`src/rtl/cpu_pkg.sv`:
```
// ============================================================================
//  Module      : cpu_pkg
//  Description : Shared constants and fetch FSM state encoding.
//  Revision    : 1.0 - initial release
// ============================================================================
`default_nettype none

package cpu_pkg;

    localparam logic [31:0] NOP_INSTR        = 32'h0000_0013;
    localparam logic [31:0] DEFAULT_RESET_PC = 32'h0000_0000;

    typedef enum logic [1:0] {
        FETCH_BOOT  = 2'd0,
        FETCH_RUN   = 2'd1,
        FETCH_FLUSH = 2'd2
    } fetch_state_e;

endpackage

`default_nettype wire

```
`src/rtl/fetch_fifo.sv`:
```
// ============================================================================
//  Module      : fetch_fifo
//  Description : DEPTH-entry {pc, instr} buffer with push/pop/flush; the head
//                entry is read straight from the storage registers.
//  Revision    : 1.0 - initial release
// ============================================================================
`default_nettype none

module fetch_fifo
    import cpu_pkg::*;
#(
    parameter int DEPTH = 2
) (
    input  logic                     clk,
    input  logic                     rst,
    input  logic                     i_push,
    input  logic [31:0]              i_push_pc,
    input  logic [31:0]              i_push_instr,
    input  logic                     i_pop,
    input  logic                     i_flush,
    output logic [31:0]              o_head_pc,
    output logic [31:0]              o_head_instr,
    output logic                     o_full,
    output logic                     o_empty,
    output logic [$clog2(DEPTH):0]   o_count
);

    localparam int c_ptr_w = $clog2(DEPTH);
    localparam logic [c_ptr_w:0] c_full_count = (c_ptr_w + 1)'(DEPTH);

    logic [31:0]        r_mem_pc    [DEPTH];
    logic [31:0]        r_mem_instr [DEPTH];
    logic [c_ptr_w-1:0] r_wr_ptr_q, w_wr_ptr_d;
    logic [c_ptr_w-1:0] r_rd_ptr_q, w_rd_ptr_d;
    logic [c_ptr_w:0]   r_count_q,  w_count_d;

    always_comb begin
        w_wr_ptr_d = r_wr_ptr_q;
        w_rd_ptr_d = r_rd_ptr_q;
        w_count_d  = r_count_q;
        if (i_flush) begin
            w_wr_ptr_d = '0;
            w_rd_ptr_d = '0;
            w_count_d  = '0;
        end else begin
            if (i_push) w_wr_ptr_d = r_wr_ptr_q + c_ptr_w'(1);
            if (i_pop)  w_rd_ptr_d = r_rd_ptr_q + c_ptr_w'(1);
            w_count_d = r_count_q + (c_ptr_w + 1)'(i_push) - (c_ptr_w + 1)'(i_pop);
        end
    end

    always_ff @(posedge clk or posedge rst) begin
        if (rst) begin
            r_wr_ptr_q <= '0;
            r_rd_ptr_q <= '0;
            r_count_q  <= '0;
        end else begin
            r_wr_ptr_q <= w_wr_ptr_d;
            r_rd_ptr_q <= w_rd_ptr_d;
            r_count_q  <= w_count_d;
        end
    end

    // Payload storage needs no reset: it is only observed when count > 0.
    always_ff @(posedge clk) begin
        if (i_push && !i_flush) begin
            r_mem_pc[r_wr_ptr_q]    <= i_push_pc;
            r_mem_instr[r_wr_ptr_q] <= i_push_instr;
        end
    end

    assign o_head_pc    = r_mem_pc[r_rd_ptr_q];
    assign o_head_instr = r_mem_instr[r_rd_ptr_q];
    assign o_count      = r_count_q;
    assign o_empty      = (r_count_q == '0);
    assign o_full       = (r_count_q == c_full_count);

endmodule

`default_nettype wire

```
`src/rtl/fetch_stage.sv`:
```
// ============================================================================
//  Module      : fetch_stage
//  Description : Instruction fetch with BOOT/RUN/FLUSH control, in-order
//                response buffering and redirect squashing.
//                Optional macro FETCH_PERF_EN adds perf_fetched/perf_stall.
//  Revision    : 1.0 - initial release
// ============================================================================
`default_nettype none

module fetch_stage
    import cpu_pkg::*;
#(
    parameter logic [31:0] RESET_PC = DEFAULT_RESET_PC,
    parameter int          DEPTH    = 2
) (
    input  logic        clk,
    input  logic        rst,
    output logic        imem_req_valid,
    input  logic        imem_req_ready,
    output logic [31:0] imem_req_addr,
    input  logic        imem_rsp_valid,
    input  logic [31:0] imem_rsp_data,
    input  logic        redirect_valid,
    input  logic [31:0] redirect_pc,
    output logic        id_valid,
    input  logic        id_ready,
    output logic [31:0] id_instr,
    output logic [31:0] id_pc
`ifdef FETCH_PERF_EN
    ,
    output logic [31:0] perf_fetched,
    output logic [31:0] perf_stall
`endif
);

    localparam int c_cnt_w = $clog2(DEPTH) + 1;
    localparam logic [c_cnt_w:0] c_depth = (c_cnt_w + 1)'(DEPTH);

    fetch_state_e       r_state_q,  w_state_d;
    logic [31:0]        r_pc_q,     w_pc_d;
    logic [31:0]        r_rsp_pc_q, w_rsp_pc_d;
    logic [c_cnt_w-1:0] r_out_q,    w_out_d;
    logic [c_cnt_w-1:0] r_stale_q,  w_stale_d;

    logic               w_req_fire;
    logic               w_push;
    logic               w_pop;
    logic               w_full;
    logic               w_empty;
    logic [c_cnt_w-1:0] w_occ;
    logic [31:0]        w_head_pc;
    logic [31:0]        w_head_instr;
    logic               w_boot;
    logic               w_unused_ok;

    assign w_unused_ok = &{1'b0, redirect_pc[1:0]};

    assign w_boot         = (r_state_q == FETCH_BOOT);
    assign imem_req_valid = (r_state_q == FETCH_RUN) &&
                            (({1'b0, r_out_q} + {1'b0, w_occ}) < c_depth);
    assign imem_req_addr  = r_pc_q;
    assign w_req_fire     = imem_req_valid && imem_req_ready;

    // Stale responses are only ever pending while in FLUSH.
    assign w_push   = imem_rsp_valid && (r_stale_q == '0) && !redirect_valid;
    assign id_valid = !w_empty && !redirect_valid && !w_boot;
    assign w_pop    = id_valid && id_ready;
    assign id_instr = (w_boot || w_empty) ? NOP_INSTR : w_head_instr;
    assign id_pc    = (w_boot || w_empty) ? RESET_PC  : w_head_pc;

    always_comb begin
        w_pc_d     = r_pc_q;
        w_rsp_pc_d = r_rsp_pc_q;
        w_out_d    = r_out_q + c_cnt_w'(w_req_fire) - c_cnt_w'(imem_rsp_valid);
        w_stale_d  = r_stale_q;
        w_state_d  = r_state_q;

        if (redirect_valid) begin
            w_pc_d     = {redirect_pc[31:2], 2'b00};
            w_rsp_pc_d = {redirect_pc[31:2], 2'b00};
            w_stale_d  = w_out_d;
        end else begin
            if (w_req_fire) w_pc_d = r_pc_q + 32'd4;
            if (w_push) w_rsp_pc_d = r_rsp_pc_q + 32'd4;
            if (imem_rsp_valid && (r_stale_q != '0)) w_stale_d = r_stale_q - c_cnt_w'(1);
        end

        if (w_boot) w_state_d = FETCH_RUN;
        else        w_state_d = (w_stale_d != '0) ? FETCH_FLUSH : FETCH_RUN;
    end

    always_ff @(posedge clk or posedge rst) begin
        if (rst) begin
            r_state_q  <= FETCH_BOOT;
            r_pc_q     <= RESET_PC;
            r_rsp_pc_q <= RESET_PC;
            r_out_q    <= '0;
            r_stale_q  <= '0;
        end else begin
            r_state_q  <= w_state_d;
            r_pc_q     <= w_pc_d;
            r_rsp_pc_q <= w_rsp_pc_d;
            r_out_q    <= w_out_d;
            r_stale_q  <= w_stale_d;
        end
    end

    fetch_fifo #(
        .DEPTH (DEPTH)
    ) u_fifo (
        .clk          (clk),
        .rst          (rst),
        .i_push       (w_push),
        .i_push_pc    (r_rsp_pc_q),
        .i_push_instr (imem_rsp_data),
        .i_pop        (w_pop),
        .i_flush      (redirect_valid),
        .o_head_pc    (w_head_pc),
        .o_head_instr (w_head_instr),
        .o_full       (w_full),
        .o_empty      (w_empty),
        .o_count      (w_occ)
    );

`ifdef FETCH_PERF_EN
    logic [31:0] r_perf_fetched_q, w_perf_fetched_d;
    logic [31:0] r_perf_stall_q,   w_perf_stall_d;

    always_comb begin
        w_perf_fetched_d = r_perf_fetched_q + {31'd0, w_pop};
        w_perf_stall_d   = r_perf_stall_q + {31'd0, (id_valid && !id_ready)};
    end

    always_ff @(posedge clk or posedge rst) begin
        if (rst) begin
            r_perf_fetched_q <= '0;
            r_perf_stall_q   <= '0;
        end else begin
            r_perf_fetched_q <= w_perf_fetched_d;
            r_perf_stall_q   <= w_perf_stall_d;
        end
    end

    assign perf_fetched = r_perf_fetched_q;
    assign perf_stall   = r_perf_stall_q;
`endif

`ifndef SYNTHESIS
    // Request throttling keeps outstanding + occupancy <= DEPTH, so a
    // response into a full buffer means the memory broke protocol.
    a_no_overflow: assert property (@(posedge clk) disable iff (rst)
        !(imem_rsp_valid && w_full));
`endif

endmodule

`default_nettype wire

```
`config.mk`:
```
export PLATFORM = sky130hd
export DESIGN_NAME = fetch_stage
export DESIGN_NICKNAME = d
export VERILOG_FILES = /design/src/rtl/cpu_pkg.sv /design/src/rtl/fetch_fifo.sv /design/src/rtl/fetch_stage.sv
export SDC_FILE = /design/constraint.sdc
export NUM_CORES = 1
export LEC_CHECK = 0
export ABC_CLOCK_PERIOD_IN_PS = 6550
export BUFFER_PORTS_ARGS = -buffer_cell sky130_fd_sc_hd__buf_4
export CAP_MARGIN = 20
export CORE_MARGIN = 2
export CORE_UTILIZATION = 59
export DETAILED_ROUTE_END_ITERATION = 16
export GPL_ROUTABILITY_DRIVEN = 0
export PLACE_DENSITY_LB_ADDON = 0.12
export SLEW_MARGIN = 0
export SYNTH_ARGS = -nofsm -noshare
export SYNTH_HDL_FRONTEND = slang
export SYNTH_SLANG_ARGS = --single-unit
```
`constraint.sdc`:
```
create_clock -name clk -period 6.55 [get_ports clk]
set_clock_uncertainty 0.05 [all_clocks]
set_input_delay 1.31 -clock clk [delete_from_list [all_inputs] [get_ports clk]]
set_output_delay 1.31 -clock clk [all_outputs]
set_load 0.05 [all_outputs]
```
Word-level counts from Yosys, hierarchy flattened
Memories as Yosys holds them, arrays and structs flattened.
Index checks and enable logic that the tools add are counted.
{ "word_totals": {"ramBits": 128, "inputBits": 70, "regBits": 74, "memories": 2, "out_inout_bits": 98} }
{ "mem_list": {"columns": ["memory", "depth", "width", "rd", "rd_clocked_by_memory_dff", "wr", "line_no", "text"], "rows": [
  ["u_fifo.r_mem_instr", 2, 32, 1, 0, 1, "fetch_fifo.sv:32", "logic [31:0] r_mem_instr [DEPTH];"],
  ["u_fifo.r_mem_pc", 2, 32, 1, 0, 1, "fetch_fifo.sv:31", "logic [31:0] r_mem_pc [DEPTH];"]
]} }
{ "op_classes": {"order_cmp": 1, "n_addsub": 10, "eq_ne": 1, "muxes": 17, "reduce_logical": 21} }
{ "ops": {"columns": ["op", "n"], "rows": [
  ["two-way mux 32 bit", 6],
  ["adder 32 x 3 -> 32 bit (second input constant)", 2],
  ["two-way mux 2 bit", 5],
  ["nonzero test 2 bit", 5],
  ["logical AND 1 bit", 9],
  ["zero test 2 bit", 3],
  ["two-way mux 1 bit", 6],
  ["adder 2 x 1 -> 2 bit", 2],
  ["subtractor 2 x 1 -> 2 bit", 2],
  ["adder 2 x 2 -> 3 bit", 1],
  ["zero test 1 bit", 3],
  ["less-than comparator 3 x 2 -> 1 bit (second input constant)", 1],
  ["adder 1 bit (second input constant)", 2],
  ["equality test 2 x 1 -> 1 bit (second input constant)", 1],
  ["subtractor 2 x 1 -> 2 bit (second input constant)", 1],
  ["logical OR 1 bit", 1]
]} }

Logic depth before layout (Yosys ltp)
Gate-level depths: netlist of run 1.
{ "logic_depth": {"word_depth": 10, "mapped_depth": 12, "ltp_nobuf": 11} }

By module
A second synthesis of run 1 with hierarchy kept.
{ "unflattened": {"cells_unflattened": 738, "area_unflattened_um2": 9621.7} }
{ "by_module_without_submodules": {"columns": ["module", "seq_area_each_um2", "cells_per_inst", "area_each_um2", "instances"], "rows": [
  ["fetch_fifo", 3943.8, 219, 5044.8, 1],
  ["fetch_stage", 1651.6, 519, 4576.9, 1]
]} }

Worst setup path before layout of run 1
No wires, ideal clock.
{ "synth_timing": {"path_type": "input to register", "from": "input port redirect_valid", "to": "memory u_fifo.r_mem_instr[0][0] (enable)", "path_slack_ns": 1.388, "t_required_ns": 6.018, "t_arrival_ns": 4.629, "path_stages": 6, "n_path_buf": 3, "cell_sequence": "clkbuf_1 -> inv_2 -> clkbuf_8 -> clkbuf_8 -> nand3_1 -> nor2_1"} }
{ "synth_between": {"elab_chain_cells": 5} }
{ "synth_lines": {"columns": ["item", "line_no", "text"], "rows": [
  ["from (decl)", "fetch_stage.sv:23", "input logic redirect_valid,"],
  ["zero test 1 bit (*)", "fetch_fifo.sv:66, fetch_stage.sv:65", null],
  ["logical AND 1 bit", "fetch_stage.sv:65", "assign w_push = imem_rsp_valid && (r_stale_q == '0) && !redirect_valid;"],
  ["logical AND 1 bit (*)", "fetch_fifo.sv:66", "if (i_push && !i_flush) begin"],
  ["two-way mux 1 bit (*)", "fetch_fifo.sv:66", null],
  ["two-way mux 1 bit (implied by the code) (*)", "fetch_fifo.sv:68", "r_mem_instr[r_wr_ptr_q] <= i_push_instr;"],
  ["to (decl)", "fetch_fifo.sv:32", null]
]} }
Mark *: on every way between the ends. The rest lies on a longest branch, timed or not.

Worst setup path after layout of run 1
{ "layout_timing": {"from": "register u_fifo.r_count_q[0], in the netlist u_fifo.o_count[0]", "to": "output port imem_req_valid"} }
{ "layout_between": {"elab_chain_cells": 3} }
{ "layout_lines": {"columns": ["item", "line_no", "text"], "rows": [
  ["from (decl)", "fetch_fifo.sv:35", "logic [c_ptr_w:0] r_count_q, w_count_d;"],
  ["from (signal assigned)", "fetch_fifo.sv:60", "r_count_q <= w_count_d;"],
  ["adder 2 x 2 -> 3 bit", "fetch_stage.sv:60", "(({1'b0, r_out_q} + {1'b0, w_occ}) < c_depth);"],
  ["less-than comparator 3 x 2 -> 1 bit", "fetch_stage.sv:60", null],
  ["logical AND 1 bit", "fetch_stage.sv:59", "assign imem_req_valid = (r_state_q == FETCH_RUN) &&"],
  ["to (decl)", "fetch_stage.sv:18", "output logic imem_req_valid,"]
]} }
Every way passes these cells.

==> results of run 1 <==
## cells by family after synthesis
group / Yosys count / synth area share
other: 1 / 0.0004214
muxes: 84 / 0.09758
adders and majority gates: 8 / 0.01209
DFF: 194 / 0.6153
xor gates and xnor gates: 27 / 0.02658
AOI/OAI and AO/OA: 84 / 0.06524
and+or+nand+nor: 258 / 0.1520
buffers and inverters: 57 / 0.03079
## per-stage QoR
stage               instances  cell area [µm²]  power [mW]
floorplan                 716             8910       2.261
global placement         1026            10210       2.532
detailed placement       1026            10210       2.564
CTS                      1058            10810       3.586
global route             1058            10810       3.712
finish                   1058            10810       3.571
## synthesized netlist by cell type (all sizes together) (3+ instances only)
| cell type | n |
|---|---|
| xor2 | 7 |
| buf | 19 |
| nor3 | 9 |
| nand2 | 26 |
| inv | 16 |
| or3 | 11 |
| dfrtp | 70 |
| o311a | 4 |
| nor4 | 14 |
| nand4 | 27 |
| clkbuf | 21 |
| a311oi | 10 |
| ha | 7 |
| a31oi | 21 |
| and3 | 9 |
| edfxtp | 124 |
| and2 | 5 |
| nor2 | 97 |
| or4 | 14 |
| and4 | 12 |
| o21ai | 12 |
| a211oi | 5 |
| or2 | 3 |
| mux2i | 62 |
| nand3 | 18 |
| a21oi | 10 |
| xnor2 | 20 |
| o31ai | 9 |
| nor2b | 10 |
| mux2 | 22 |
| a211o | 4 |
## power by group
part	internal, mW	leakage, nW	switching, mW
Sequential	1.44	1.94	0.144
Combinational	0.332	1.87	0.631
Clock	0.596	0.301	0.426
Total	2.37	4.11	1.20
## worst min-delay path by stage
stage	start	to	slack [ps]	depth (start not counted)
floorplan	r_rsp_pc_q[4]	u_fifo.r_mem_pc[0][4]	390	0
global placement	r_out_q[0]	r_out_q[0]	460	1
detailed placement	r_rsp_pc_q[15]	u_fifo.r_mem_pc[0][15]	470	0
CTS	r_rsp_pc_q[18]	u_fifo.r_mem_pc[1][18]	480	0
global route	r_rsp_pc_q[22]	u_fifo.r_mem_pc[0][22]	510	0
finish	r_rsp_pc_q[18]	u_fifo.r_mem_pc[0][18]	490	0
## layout by cell type, fill, tap and decap left out, drive strengths merged, types with 10 or more instances in the layout
cell type,instances
or4,14
nand2,26
mux2,22
and4,12
xnor2,20
mux2i,62
nor2b,10
inv,17
a21oi,10
nor4,14
o21ai,12
clkbuf,26
nand4,27
nand3,18
buf,166
a31oi,21
or3,11
a311oi,10
edfxtp,124
dfrtp,70
nor2,97
## sequential cells by signal, summed over array words and instances, names as in the netlist
name / flops
u_fifo.o_count: 2
imem_req_addr: 30
u_fifo.r_mem_pc: 60
r_rsp_pc_q: 30
r_state_q: 2
r_out_q: 2
u_fifo.r_rd_ptr_q: 1
u_fifo.r_wr_ptr_q: 1
u_fifo.r_mem_instr: 64
r_stale_q: 2
## final cells by class
cell class,count,share of cell area
Clock buffer,26,0.05219
Clock inverter,6,0.003472
Inverter,17,0.006018
Multi-Input combinational cell,465,0.2950
Sequential cell,194,0.5068
Tap cell,184,0.02129
Timing Repair Buffer,166,0.1153
## routing by layer
| layer | global-route usage | vias to the layer above |
|---|---|---|
| li1 | - | 2977 |
| met1 | 0.3552 | 3108 |
| met2 | 0.3843 | 286 |
| met3 | 0.04597 | 22 |
| met4 | 0.08468 | 0 |
| met5 | 0 | - |
## worst max-delay path: stages (launching register included)
cell,delay (ps)
sky130_fd_sc_hd__dfrtp_1,430
sky130_fd_sc_hd__and2_1,180
sky130_fd_sc_hd__fa_1,460
sky130_fd_sc_hd__or4b_4,580
sky130_fd_sc_hd__clkinv_2,180
sky130_fd_sc_hd__buf_4,230
==> flow_results.org, run 1 <==
** Critical path
- Data arrival time of the critical path :: 2470 ps
- Along the worst path, the maximum fanout reaches 14.
- The worst setup path is of the reg -> out kind.
- Setup slack on the worst flop-to-flop path :: 3270 ps
- The worst register-to-register path ends at r_state_q[1].
- CP Launch Type :: register
- Counting cells, the worst reg-to-reg path comes to 11.
- STA puts the critical path data required time at 5190 ps.
- Tracing the worst setup path back leads to its startpoint at u_fifo.o_count[0].
- In this run the worst setup path terminates at imem_req_valid.
- Crit end category :: output port
- The worst register-to-register path begins at u_fifo.o_count[0].

** Clock tree
- Buffers added to address setup during post-CTS repair amount to 0.
- TritonCTS built the clock tree.
- Maximum clock insertion buffer count :: 2
- Hold_buf cts :: 0
- Clock latency on the worst-skew pair, taken at its later pin, is 420 ps.
- Worst-path clk slew :: 60 ps
- In this run, CTS created clock tree buffers numbering 17.
- Post-CTS repair changed the size of 0 cells.
- CTS saw 194 sinks.
- Clock tree synthesis selected as its root buffer the cell sky130_fd_sc_hd__clkbuf_16.
- The H-tree generated during clock tree synthesis spans 4 levels.

** Outcome
- Run status :: finished clean

** Hold path
- Path category of the worst min-delay check :: reg -> reg

** Logic synthesis
- Average instance area after synthesis :: 12.48 µm²
- Flip-flop and latch count after synthesis :: 194
- After synthesis the cells add up to 0.008899 mm².
- The cell count after synthesis came out at 713.
- Sequential share of the synthesized area :: 0.6153
- Yosys mapped a number of flops with a built-in enable equal to 124.
- After synthesis, the share of flip-flops with an asynchronous set or reset is 0.3608.
- In this run, distinct cell masters in the synthesized netlist total 57.
- In the synthesized netlist the dominant register cell turns out to be sky130_fd_sc_hd__edfxtp_1.
- Count of synthesis-stage warnings from yosys :: 0
- The share of synthesized area in the top cell type comes to 0.4184.
- After synthesis, the cell types taking the most area are sky130_fd_sc_hd__edfxtp_1 (42%), sky130_fd_sc_hd__dfrtp_1 (20%), sky130_fd_sc_hd__mux2i_1 (7.0%).
- The largest total area in the synthesized netlist belongs to sky130_fd_sc_hd__edfxtp_1.

** Routing
- Wire length per cell after detailed routing :: 18.72 µm
- After detailed routing, the number of remaining DRC violations is 0.
- M1 WL :: 8.733 mm
- After detailed routing, the met2 layer carries 9.390 mm of wire.
- Routed signal wires occupy layers up through met4.
- Detailed routing placed a total of 1.406 mm of wire on met3.
- DR vias/cell :: 6.043
- In this run the remaining antenna-violating nets after routing total 0.
- Count of TritonRoute iterations in the first routing pass :: 5
- Via total after detailed routing :: 6,393
- Detailed Route Iter0 Violations :: 585
- For this block, the routed nets add up to 19.81 mm of wire.

** Power and ir drop
- Power density over the cells :: 330.3 mW/mm²
- VDD sags by at most 0.1700 mV.
- The analysis attributes to cell leakage a power of 4.112 nW.

** Die
- The total area inside the core boundary comes to 0.01464 mm².
- In this run the core area contains 44 standard-cell rows.
- In this run the count of I/O pins placed on the die edge is 168.
- Die area :: 0.01608 mm²
- Measured along the y axis, the die boundary spans 126.8 µm.
- In this run the horizontal extent of the chip is 126.8 µm.
- For this configuration, the core starts out at a cell density of 0.6077.

** GRT
- Number of global-route vias before repair :: 6,077
- The initial antenna violation count was 0.
- Summed over all layers, the global routing overflow is 0.
- Total Routing Usage GR :: 0.2471
- Maximum number of pins on one net before global-route repair :: 73
- Wire length of the first global-routing pass :: 31.28 mm

** STA
- In the final timing run, aggregate negative setup slack is 0 ps.
- Final critical-path share of the clock period :: 0.5841
- Headroom to the max-slew limit came out at 0.2634.
- The hold violation total from the final report is 0.
- Slew @ Worst Pin :: 1105 ps
- Unrepaired setup endpoints after global routing :: false
- Pins Over Slew Limit :: 0
- WHS :: 492.7 ps
- Max Fclk :: 261.4 MHz
- Final critical-path setup slack :: 2724 ps
- Final number of setup-violating endpoints :: 0
- Final critical-path required period :: 3826 ps

** Cells and area
- Registers take 0.005479 mm².
- Synth-to-layout area growth :: 21.50%
- After filler insertion, the fill cell instance count of the layout stands at 1,007.
- In the final layout, the multi-input gates occupy 0.003189 mm².
- In the final design database the tool counted 939 nets.
- Finished Core Util :: 0.7383
- Of the cells placed in the final design, the portion with a size suffix greater than 1 is 0.2757.
- The number of antenna diodes in the final layout is 0.

** Job
- Max_cap viols :: 0

** Place
- Worst setup timing slack at the placement stage :: 3026 ps
- After legalization and detailed placement, the total HPWL measured 13.03 mm.
- Port buffering added 161 buffers.
(Power assumes the default switching activity.)
==> inputs of run 2 (changes only) <==
--- a/config.mk
+++ b/config.mk
@@ -5,11 +5,11 @@
 export SDC_FILE = /design/constraint.sdc
 export NUM_CORES = 1
 export LEC_CHECK = 0
-export ABC_CLOCK_PERIOD_IN_PS = 6550
+export ABC_CLOCK_PERIOD_IN_PS = 4000
 export BUFFER_PORTS_ARGS = -buffer_cell sky130_fd_sc_hd__buf_4
 export CAP_MARGIN = 20
 export CORE_MARGIN = 2
-export CORE_UTILIZATION = 59
+export CORE_UTILIZATION = 56
 export DETAILED_ROUTE_END_ITERATION = 16
 export GPL_ROUTABILITY_DRIVEN = 0
 export PLACE_DENSITY_LB_ADDON = 0.12
==> constraint.sdc (replaced) <==
create_clock -name clk -period 4 [get_ports clk]
set_clock_uncertainty 0.05 [all_clocks]
set_input_delay 0.8 -clock clk [delete_from_list [all_inputs] [get_ports clk]]
set_output_delay 0.8 -clock clk [all_outputs]
set_load 0.05 [all_outputs]
==> flow_results.org, run 2 (synthesized netlist as in run 1, its figures left out) <==
** Place
- Worst setup timing slack at the placement stage :: 835.2 ps (-2191 ps)
- The post-placement cell count came to 1,061 (+3.4%).
- The number of input and output port buffers inserted came to 161 (unchanged).
- Placed Area :: 0.01028 mm² (+0.74%)
- Estimated wirelength of the detail-placed design :: 13.42 mm (+3.0%)

** Clock tree
- Clk sink count :: 194 (unchanged)
- The clock transition time at the flip-flop clock pins of the worst setup and hold paths was 70 ps (about the same).
- TritonCTS built the clock tree.
- The number of gates given a new drive strength after cts was 0 (unchanged).
- Clock latency of the later-clocked register in the worst-skew pair :: 420 ps (about the same)
- The clock tree buffer depth is 2 (unchanged).
- Hold_buf cts :: 0 (unchanged)
- H-tree level count :: 4 (unchanged)
- The TritonCTS buffer count was 17 (unchanged).
- The post-CTS setup repair buffer count is 0 (unchanged).
- Root Buffer Master :: sky130_fd_sc_hd__clkbuf_16

** STA
- The final setup violation count came to 0 (unchanged).
- Unrepaired setup endpoints after global routing :: false
- Count of endpoints failing hold in the final timing report :: 0 (unchanged)
- Worst slew slack as a fraction of its limit :: 0.3417 (+0.07831)
- The worst-case setup margin in the final layout was 705.7 ps (-2018 ps).
- Setup tns final :: 0 ps (unchanged)
- For the finished layout, the period the worst path requires is 3294 ps.
- WHS :: 392.3 ps (-100.4 ps)
- The transition time of the tightest slew-check pin is 979.9 ps (-125.0 ps).
- For this run, the top clock speed supported by timing is 303.6 MHz.
- Of the available clock period, the critical path in the final layout requires 0.8236.
- The max-slew violation total from the final report came to 0 (unchanged).

** Cells and area
- The antenna cell count was 0 (unchanged).
- Most common cell after layout, fill and taps aside :: sky130_fd_sc_hd__buf_4
- The final core utilization was 0.6937 (-0.04455).
- The fraction of final layout cells sized beyond drive strength 1 came to 0.2748 (-0.0009433).
- The final-stage net count was 942 (+0.32%).
- Layout Cells excl Fill :: 1,093 (+3.3%)
- Footprint of the flip-flops and latches :: 0.005479 mm² (unchanged)
- Area of all placed cells without fillers :: 0.01090 mm² (+0.82%)
- The register with the most flip-flops in the final layout is u_fifo.r_mem_instr.
- The multi-input logic area came to 0.003189 mm² (unchanged).
- The library cells used most frequently in the layout, excluding fill and tap cells, are sky130_fd_sc_hd__buf_4 (168), sky130_fd_sc_hd__edfxtp_1 (124), sky130_fd_sc_hd__nor2_1 (95).
- Max FFs per register :: 64 (unchanged)
- The largest registers in the layout are u_fifo.r_mem_instr x64, u_fifo.r_mem_pc x60.
- Total of fill cells in the finished design :: 1,141 (+13%)
- Synth-to-layout area growth :: 22.50%

** Routing
- Via total after detailed routing :: 6,382 (-0.17%)
- Wire length per cell after detailed routing :: 18.02 µm (-3.7%)
- The via density per instance is 5.839 (-3.4%).
- The total length of routed wires was 19.70 mm (-0.55%).
- The count of routing violations after the opening detailed-route iteration came to 591 (+1.0%).
- The final routed DRC violation total was 0 (unchanged).
- Number of nets still failing antenna checks after routing :: 0 (unchanged)
- Count of TritonRoute iterations in the first routing pass :: 5 (unchanged)

** GRT
- The total congestion overflow was 0 (unchanged).
- Number of global-route vias before repair :: 6,181 (+1.7%)
- The wire length of the first global-routing pass is 30.95 mm (-1.1%).
- Antenna violations before repair :: 0 (unchanged)
- Maximum number of pins on one net before global-route repair :: 73 (unchanged)
- The global-route total usage across every layer came to 0.2361 (-0.01096).

** Die
- The core outline area is 0.01571 mm² (+7.3%).
- # rows :: 46 (+4.5%)
- Height of the die :: 130.1 µm (+2.6%)
- The starting density of the core was 0.5663 (-0.04132).
- Die width :: 130.1 µm (+2.6%)
- The area of the die came to 0.01691 mm² (+5.2%).
- Count of boundary I/O pins :: 168 (unchanged)

** Critical path
- In this run the worst setup path begins at u_fifo.o_count[0].
- Logic depth of the worst register-to-register path :: 11 (unchanged)
- Setup slack on the worst flop-to-flop path :: 790 ps (-2480 ps)
- The delay of the slowest cell on the worst path came to 570 ps (about the same).
- CP Launch Type :: register
- The critical path is of the reg -> out type.
- Traced cell by cell, the critical path runs through and2_1 > fa_1 > or4b_4 > clkinv_2 > buf_4.
- Data arrival time of the critical path :: 2440 ps (-30 ps)
- The data required time of the critical path is 3150 ps (-2040 ps).
- The slowest stage of the critical path belongs to the cell sky130_fd_sc_hd__or4b_4.
- Reg-to-reg critical path endpoint :: r_state_q[1]
- The worst setup path is captured at an output port.
- Critical R2R Launch :: u_fifo.o_count[0]
- On the critical path the largest part of the delay comes from simple AND/OR/NAND/NOR gates.
- The sum of buffers and inverters on the critical path is 2 (unchanged).
- The largest fanout on the critical path is 14 (unchanged).

** Outcome
- The flow ran to the end, and the final reports show no timing, DRC or antenna violations.

** Power and ir drop
- The static power due to leakage came to 4.114 nW (about the same).
- The peak supply drop was 0.2954 mV (+74%).
- The total power after layout was 5.936 mW (+66%).
- Power density over the cells :: 544.6 mW/mm² (+65%)

** Hold path
- The min-delay analysis places its worst path in the category in -> async.

** Job
- The total of max-cap violations is 0 (unchanged).
[run 2: cell count changes in the layout (fill, tap and decap cells not counted), sizes merged]
cell | previous run | this run
buf | 166 | 169
bufinv | 0 | 4
clkbuf | 26 | 19
clkinv | 5 | 3
clkinvlp | 1 | 5
inv | 17 | 18
[run 2: power by group]
part           switching (mW)  total, mW  internal [mW]
Clock                   0.712       1.76           1.05
Sequential              0.220       2.58           2.36
Combinational            1.05       1.60          0.552
Total                    1.98       5.94           3.96
[run 2: how the worst max path moves through the flow]
stage	to	slack, ps	depth (start not counted)
2_1_floorplan	u_fifo.r_mem_instr[0][0]	-650	6
3_3_place_gp	r_state_q[1]	880	11
3_5_place_dp	r_state_q[1]	840	11
4_1_cts	imem_req_valid	700	5
5_1_grt	r_state_q[1]	620	11
6_report	imem_req_valid	710	5
[run 2: layout make-up]
class                   count  share of cell area
flip-flops and latches    194              0.5026
multi-input cells         465              0.2926
repair buffers            169              0.1175
clock buffers              19             0.03972
well taps                 216             0.02479
clock inverters            13             0.01676
inverters                  17            0.005969
[run 2: routing by layer]
layer  GRT usage  wire [µm]
met1      0.3233       8571
met2      0.3782       9250
met3     0.04100       1393
met4     0.09804        486
met5           0          0
==> inputs of run 3 (changes only) <==
--- a/config.mk
+++ b/config.mk
@@ -5,11 +5,11 @@
 export SDC_FILE = /design/constraint.sdc
 export NUM_CORES = 1
 export LEC_CHECK = 0
-export ABC_CLOCK_PERIOD_IN_PS = 4000
+export ABC_CLOCK_PERIOD_IN_PS = 3000
 export BUFFER_PORTS_ARGS = -buffer_cell sky130_fd_sc_hd__buf_4
 export CAP_MARGIN = 20
 export CORE_MARGIN = 2
-export CORE_UTILIZATION = 56
+export CORE_UTILIZATION = 50
 export DETAILED_ROUTE_END_ITERATION = 16
 export GPL_ROUTABILITY_DRIVEN = 0
 export PLACE_DENSITY_LB_ADDON = 0.12
==> constraint.sdc (replaced) <==
create_clock -name clk -period 3 [get_ports clk]
set_clock_uncertainty 0.05 [all_clocks]
set_input_delay 0.6 -clock clk [delete_from_list [all_inputs] [get_ports clk]]
set_output_delay 0.6 -clock clk [all_outputs]
set_load 0.05 [all_outputs]
==> flow_results.org, run 3 (synthesized netlist as in run 1, its figures left out) <==
** STA
- Worst slew slack as a fraction of its limit :: 0.4618 (+0.1201)
- Unrepaired setup endpoints after global routing :: true
- Final number of setup-violating endpoints :: 0 (unchanged)
- Max Fclk :: 337.4 MHz
- Dividing the final minimum period by the clock period gives 0.9880.
- The hold violation total from the final report is 0 (unchanged).
- Pins Over Slew Limit :: 0 (unchanged)
- Slew @ Worst Pin :: 800.0 ps (-180.0 ps)
- Final critical-path required period :: 2964 ps
- Final critical-path setup slack :: 35.99 ps (-669.7 ps)

** Die
- Height of the die :: 137.4 µm (+5.7%)
- The starting density of the core was 0.5127 (-0.05364).
- Die width :: 137.4 µm (+5.7%)
- The core outline area is 0.01736 mm² (+10%).
- The placement row count came to 48 (+4.3%).
- Count of boundary I/O pins :: 168 (unchanged)
- The area of the die is 0.01888 mm² (+12%).

** Cells and area
- Counting flops per register, the top entry is u_fifo.r_mem_instr.
- Commonest cells after routing, fill and taps aside :: sky130_fd_sc_hd__buf_4 (178), sky130_fd_sc_hd__edfxtp_1 (124), sky130_fd_sc_hd__nor2_1 (95)
- The final-stage net count is 957 (+1.6%).
- The fraction of final layout cells sized beyond drive strength 1 came to 0.2948 (+0.02004).
- The number of fill cells in the layout was 1,376 (+21%).
- Layout Cells excl Fill :: 1,117 (+2.2%)
- Final antenna diode count :: 0 (unchanged)
- Max FFs per register :: 64 (unchanged)
- In the final layout, the registers with the most flip-flops are u_fifo.r_mem_instr x64, u_fifo.r_mem_pc x60.
- Most common cell after layout, fill and taps aside :: sky130_fd_sc_hd__buf_4
- Relative to the synthesized area, the layout overhead comes to 24.69%.

** Clock tree
- The clock transition time at the flip-flop clock pins of the worst setup and hold paths is 70 ps (about the same).
- Number of CTS-inserted buffers :: 17 (unchanged)
- Root Buffer Master :: sky130_fd_sc_hd__clkbuf_16
- Maximum clock insertion buffer count :: 2 (unchanged)
- The number of H-tree levels is 4 (unchanged).
- Clock latency of the later-clocked register in the worst-skew pair :: 430 ps (about the same)
- Clk sink count :: 194 (unchanged)
- TritonCTS built the clock tree.

** Routing
- Via total after detailed routing :: 6,432 (+0.78%)
- Number of remaining DRC errors :: 0 (unchanged)
- The first-pass iteration count of the detailed router is 5 (unchanged).
- The average wire per cell in the routed design came to 18.19 µm (+0.92%).
- The count of routing violations after the opening detailed-route iteration was 409 (-31%).
- The final antenna-violating net count is 0 (unchanged).
- Total Routed Length :: 20.32 mm (+3.1%)
- DR vias/cell :: 5.758 (-1.4%)

** Critical path
- The delay of the slowest cell on the worst path was 560 ps (about the same).
- Critical-path cell list :: and2_4 > fa_1 > or4b_4 > clkinv_4 > buf_6 > buf_8
- For this design, the slowest cell found on the critical path is sky130_fd_sc_hd__or4b_4.
- STA classifies the critical path startpoint as a register.
- Data arrival time of the critical path :: 2310 ps (-130 ps)
- STA classifies the critical path endpoint as an output port.
- Worst Path Max Fanout :: 5 (-9)
- The worst setup path is of the reg -> out kind.
- Required arrival time at the worst endpoint :: 2350 ps (-800 ps)

** GRT
- The maximum number of pins on one net before global-route repair came to 73 (unchanged).
- The met1 usage in global routing is 0.2911 (-0.03225).
- The met2 capacity usage during global routing is 0.3394 (-0.03878).
- The global routing stage identified its most utilized layer as met2.
- Total Routing Usage GR :: 0.2167 (-0.01937)
- Antenna violations before repair :: 0 (unchanged)
- GR met3 Demand/Resource :: 0.05004 (+0.009036)
- The total congestion overflow is 0 (unchanged).
- The wire length of the first global-routing pass came to 31.02 mm (+0.22%).
- The via count of the first global-routing pass was 6,103 (-1.3%).

** Power and ir drop
- The peak supply drop came to 0.4502 mV (+52%).
- Final Total Pwr :: 8.007 mW (+35%)
- Power density over the cells :: 721.6 mW/mm² (+33%)
- The static power due to leakage was 4.213 nW (+2.4%).

** Outcome
- Run status :: finished clean

** Place
- The number of input and output port buffers inserted is 161 (unchanged).
- Worst setup timing slack at the placement stage :: 8.116 ps (-827.1 ps)
- The detailed-placement wirelength estimate is 14.26 mm (+6.2%).
- # placed instances :: 1,082 (+2.0%)

** Hold path
- Path category of the worst min-delay check :: in -> async

** Job
- Max_cap viols :: 0 (unchanged)
-- run 3: final timing paths --
| path | startpoint | endpoint | slack, ps | cells after the start |
|---|---|---|---|---|
| min in group clk | imem_rsp_data[25] | u_fifo.r_mem_instr[1][25] | 310 | 1 |
| max in group asynchronous | rst | imem_req_addr[12] | 2040 | 3 |
| worst min-delay path | rst | imem_req_addr[17] | 200 | 2 |
| worst max register to register | r_out_q[0] | r_state_q[1] | 60 | 11 |
| worst max-delay path | r_out_q[0] | imem_req_valid | 40 | 6 |
| worst min register to register | r_rsp_pc_q[18] | u_fifo.r_mem_pc[0][18] | 480 | 0 |
-- run 3: per-layer routing --
metal,vias to the layer above,share of wire
met4,0,0.027
li1,3026,-
met1,3093,0.44
met5,-,0
met2,271,0.46
met3,42,0.074
-- run 3: stage by stage --
stage               cell area, µm²  TNS, ps    util  hold WS (ps)
floorplan                     8936   -54670       -         391.2
global placement             10430        0  0.6009         439.5
global route                 11100   -26.17  0.6393         241.6
detailed placement           10430        0  0.6009         454.2
CTS                          11060        0  0.6372         213.6
finish                       11100        0  0.6393         203.8
-- run 3: critical path: cells and delay by family, from the launching register on --
kind	cells	cell delay, ps
buf+inv	3	330
flops	1	400
fa+ha+maj	1	430
simple gates	2	730
-- run 3: layout make-up --
cell class / instances / area [µm²] / share of cell area
Inverter: 17 / 68.82 / 0.006202
Clock inverter: 14 / 181.4 / 0.01635
Sequential cell: 194 / 5479 / 0.4938
Tap cell: 225 / 281.5 / 0.02537
Multi-Input combinational cell: 465 / 3213 / 0.2896
Clock buffer: 18 / 429.2 / 0.03868
Timing Repair Buffer: 184 / 1443 / 0.1300
-- run 3: timing repair --
action	CTS	global route
resized for setup	3	5
setup buffers	1	2
setup endpoints to repair	2	2
pin swaps	1	1
cloned	0	0
hold buffers	0	0
-- run 3: power by group --
part	internal, mW	total [mW]	switching [mW]	leakage [nW]
registers	3.15	3.41	0.266	1.94
logic	0.820	2.27	1.45	2.00
clock network	1.32	2.33	1.00	0.277
